--- config.mk ---
export PLATFORM = sky130hd
export DESIGN_NAME = divm_sched
export DESIGN_NICKNAME = d
export VERILOG_FILES = /design/src/rtl/divm_sched.sv
export SDC_FILE = /design/constraint.sdc
export NUM_CORES = 1
export LEC_CHECK = 0
export CAP_MARGIN = 15
export CORE_MARGIN = 2
export CORE_UTILIZATION = 40
export DETAILED_ROUTE_END_ITERATION = 10
export DONT_BUFFER_PORTS = 1
export PLACE_DENSITY_LB_ADDON = 0.15
export REMOVE_ABC_BUFFERS = 1
export SLEW_MARGIN = 10
export SYNTH_ARGS = -nofsm -noshare
export SYNTH_HDL_FRONTEND = slang
export SYNTH_SLANG_ARGS = --single-unit
--- constraint.sdc ---
create_clock -name clk_in -period 1.8 [get_ports clk_in]
set_input_delay 0.18 -clock clk_in [delete_from_list [all_inputs] [get_ports clk_in]]
set_output_delay 0.18 -clock clk_in [all_outputs]
set_load 0.005 [all_outputs]
--- src/rtl/divm_sched.sv ---
// divm_sched: steps one divide-by-M counter through four fixed divisors
// (M0..M3). Each divisor is held for REPS output periods. The sequence is
// started and aborted with level inputs. A tick marks the last cycle of each
// output period.
//
// Handshake: start and stop are plain levels sampled on every rising clk_in
// edge. There is no acknowledge. stop wins over start and over a tick in the
// same cycle. start is ignored while busy. stop is ignored in IDLE and DONE.
//
// Ports:
//   clk_in    system clock, rising edge
//   rstn      asynchronous active-low reset
//   start     begin a sequence from IDLE or DONE
//   stop      abort a running sequence
//   clk_out   divided clock for the current step (high phase = M>>1 cycles)
//   tick      one-cycle pulse in the last cycle of each output period
//   step      index of the divisor in use
//   busy      sequence running
//   done      single pass completed, held until the next start
//   dbg_state FSM state (0 IDLE, 1 RUN, 2 DONE)
module divm_sched #(
  parameter int N    = 16,
  parameter int M0   = 5,
  parameter int M1   = 10,
  parameter int M2   = 3,
  parameter int M3   = 2,
  parameter int REPS = 2,
  parameter int LOOP = 0
) (
  input  logic       clk_in,
  input  logic       rstn,
  input  logic       start,
  input  logic       stop,
  output logic       clk_out,
  output logic       tick,
  output logic [1:0] step,
  output logic       busy,
  output logic       done,
  output logic [1:0] dbg_state
);

  typedef enum logic [1:0] {
    S_IDLE = 2'd0,
    S_RUN  = 2'd1,
    S_DONE = 2'd2
  } state_t;

  localparam logic [7:0] REPS_LAST = 8'(REPS - 1);

  state_t         state_q, state_d;
  logic [N-1:0]   cnt_q, cnt_d;
  logic [7:0]     rep_q, rep_d;
  logic [1:0]     step_q, step_d;
  logic [N-1:0]   m_cur;
  logic [N-1:0]   m_last;
  logic           period_end;

  // Current divisor selected by step
  always_comb begin
    m_cur = N'(M0);
    case (step_q)
      2'd0:    m_cur = N'(M0);
      2'd1:    m_cur = N'(M1);
      2'd2:    m_cur = N'(M2);
      default: m_cur = N'(M3);
    endcase
  end

  assign m_last     = m_cur - N'(1);
  assign period_end = (cnt_q == m_last);

  // State register
  always_ff @(posedge clk_in or negedge rstn) begin
    if (!rstn) begin
      state_q <= S_IDLE;
      cnt_q   <= '0;
      rep_q   <= '0;
      step_q  <= '0;
    end else begin
      state_q <= state_d;
      cnt_q   <= cnt_d;
      rep_q   <= rep_d;
      step_q  <= step_d;
    end
  end

  // Next-state logic
  always_comb begin
    state_d = state_q;
    cnt_d   = cnt_q;
    rep_d   = rep_q;
    step_d  = step_q;
    case (state_q)
      S_IDLE, S_DONE: begin
        if (start && !stop) begin
          state_d = S_RUN;
          cnt_d   = '0;
          rep_d   = '0;
          step_d  = '0;
        end
      end
      S_RUN: begin
        if (stop) begin
          state_d = S_IDLE;
          cnt_d   = '0;
          rep_d   = '0;
          step_d  = '0;
        end else if (period_end) begin
          cnt_d = '0;
          if (rep_q < REPS_LAST) begin
            rep_d = rep_q + 8'd1;
          end else begin
            rep_d = '0;
            if (step_q == 2'd3) begin
              // Step 3 wraps to step 0. Without LOOP, the pass ends here.
              step_d = '0;
              if (LOOP == 0) state_d = S_DONE;
            end else begin
              step_d = step_q + 2'd1;
            end
          end
        end else begin
          cnt_d = cnt_q + N'(1);
        end
      end
      default: begin
        state_d = S_IDLE;
        cnt_d   = '0;
        rep_d   = '0;
        step_d  = '0;
      end
    endcase
  end

  // Outputs, decoded from registers only. clk_out and tick are gated by busy,
  // so both are quiet outside RUN.
  always_comb begin
    busy      = (state_q == S_RUN);
    done      = (state_q == S_DONE);
    clk_out   = busy && (cnt_q < (m_cur >> 1));
    tick      = busy && period_end;
    step      = step_q;
    dbg_state = state_q;
  end

endmodule

==> out/results.ini <==
[logic_synthesis]
ys_warn_count=0
synth_xor_xnor_area_share_pct=5.721
synth.avg_cell_area_sq_um=9.965
ys_ff_latch=28
synthMuxAreaShare_pct=0.8915
ys_seq_area_share_pct=41.60
yosysTopAreaCell=dfrtp_1
yosysTopAreaCellShare_pct=41.60
synth_compound_area_share_pct=14.19
syn_inst=169
synthFlopType=dfrtp_1
synth_top_family_by_area=simple AND/OR/NAND/NOR gates
async_flop_share_pct=100.0
synth.most_common_cell=dfrtp_1
synth_fa_ha_area_share_pct=7.429
yosysUniqueCellTypes=44
synth_enable_flop_cells=0
synth_area_sq_mm=0.001684
synth_area_leaders=dfrtp_1, ha_1, nor2_1
synthTopCellsByCount=dfrtp_1, nor2_1, ha_1, inv_1, o21ai_0
yosys.area_share.simple_pct=26.45

[critical_path]
rr_startpoint=step[0]
startpoint=step[0]
required_ns=1.62
critPathKind=reg -> out
rr_endpoint=step[0]
worstRegToRegCells=9
start_kind=register
endpoint_kind=output pin
reg2reg_slack_ns=-0.11
crit_arrival_ns=1.76
path_max_fanout=3

[sta]
setup_viol=19
tightest_slew_ns=0.4353
slew_headroom_pct=70.88
holdWs_ns=0.2367
fin_crit_sh_pct=107.9
fin_skew_ns=0.02001
rsz0062_at_grt=yes
slew_viol_final=0
hold_violations=0
maxClockFrequency_ghz=0.5150
post-route-min-period_ns=1.942
finalWorstSetupSlack_ns=-0.1419

[floorplan]
rows=23
core_area_sq_mm=0.004029
die_y_um=68.89
die_area_sq_mm=0.004745
die_width_um=68.89
initial_core_util_pct=41.80
io_pins=12

[clock_tree]
clk_latency_ns=0.29
path_clk_slew_ns=0.09
h-tree-depth=1
cts.sink_count=28
cts_buffers=3
cts_buffer_depth=2
root_buffer=clkbuf_8
tritoncts=done

[detailed_routing]
route.vias.total=1398
drt_first_pass_iters=4
ant_nets=0
drt-vias-per-instance=5.295
drtIter0Drc=67
drt-total-wl_um=4084
drc=0
wl_per_cell_um=15.47

[global_route]
grt_max_degree=29
grt_first_pass_wirelength_um=6962
grt_pass1_vias=1441
antenna_found_initial=0
grt_overflow=0
grtUsageTotal_pct=19.73

[layout]
nets=229
syn2layout_area_growth_pct=43.91
drive_gt1_share_pct=48.13
antenna-diode-count=0

[place]
gp_congestion=0.8572
pre_cts_ws_ns=-0.1618
port-buffer-count=0
dp_hpwl_um=2741

[run_status]
status=finished with violations
violations=negative setup slack

[worst_hold_path]
min_path_type=in -> reg
whs_path_depth=4
min_from=stop
min_to=step[1]

[pwr]
ir_drop_v=0.0005148
power_density_mw_per_mm2=924.0
p_leak_nw=1.082

[run]
maxCapViolCount=0

[state kept, by name (all words and copies together) (netlist names)]
| signal | count |
|---|---|
| cnt_q | 16 |
| step | 2 |
| rep_q | 8 |
| dbg_state | 2 |
[layer usage]
| metal | vias to the layer above | routed length (um) | track usage, % |
|---|---|---|---|
| met2 | 16 | 2139 | 35.82 |
| met1 | 684 | 1810 | 24.72 |
| met4 | 0 | 36 | 3.922 |
| met5 | - | 0 | 0 |
| li1 | 694 | - | - |
| met3 | 4 | 97 | 3.084 |
[placed cells by master (no fill, tap or decap), drive strengths merged, types with 2 or more instances in the layout]
cell,synthesis,routed
xnor2,6,6
clkbuf,2,3
nand2b,6,6
o2bb2ai,2,2
buf,3,45
and4,2,2
nand2,7,7
a32o,2,2
xor2,5,5
nand3,6,6
nor4,5,5
and3,7,7
nor2b,3,3
nand4,5,5
o21ai,12,12
nor2,24,24
inv,9,9
a21oi,3,3
ha,10,10
a22o,3,3
dfrtp,28,28
a31oi,6,6
[worst max-delay path: stages (launching register included)]
cell and delay, ns:
dfrtp_2 0.47, inv_4 0.10, ha_4 0.17, inv_2 0.05, ha_4 0.23, o21ai_2 0.05, nand2b_1 0.08, a21oi_2 0.13
nor4b_4 0.22
[report_power, final]
part | switching (mW) | internal (mW) | total [mW]
sequential | 0.0734 | 0.679 | 0.752
combinational | 0.521 | 0.460 | 0.981
clock | 0.208 | 0.298 | 0.506
[through the flow]
step | setup TNS [ns] | total power, mW | instance area [sq um] | instances | utilization, %
after floorplan | -3.212 | 1.143 | 1655 | 164 | -
after global placement | -1.189 | 1.381 | 1951 | 245 | 48.42
after detailed placement | -2.262 | 1.395 | 1951 | 245 | 48.42
after CTS | -1.790 | 2.122 | 2297 | 260 | 57.02
after global routing | -4.054 | 2.367 | 2424 | 264 | 60.16
final | -1.494 | 2.239 | 2424 | 264 | 60.16
[how the worst max path moves through the flow]
stage	to
after floorplan	step[0]
after global placement	rep_q[0]
after detailed placement	rep_q[7]
after CTS	tick
after global routing	clk_out
final	clk_out
[cell type report]
cell class | instances | area, sq um
flip-flops and latches | 28 | 704.4
clock buffers | 3 | 41.29
multi-input cells | 127 | 1151
clock inverters | 1 | 30.03
inverters | 9 | 36.28
fillers | 339 | 1605
repair buffers | 46 | 397.9
well taps | 50 | 62.56
[what timing repair did]
item | in CTS | in global routing
resized for setup | 47 | 20
endpoints found under the setup margin | 29 | 30
endpoints found under the hold margin | 28 | 0
hold buffers | 2 | 0
buffers inserted | 9 | 5
pin swaps | 20 | 17
[kinds of logic (layout without fill, tap and decap cells)]
group                      Yosys count  in the layout
AOI/OAI and AO/OA                   33             33
xor gates and xnor gates            11             11
adders and majority gates           10             10
buffers and inverters               14             59
DFF                                 28             28
muxes                                1              1
and+or+nand+nor                     72             72
Note: power is estimated with default switching activity, not from simulation.
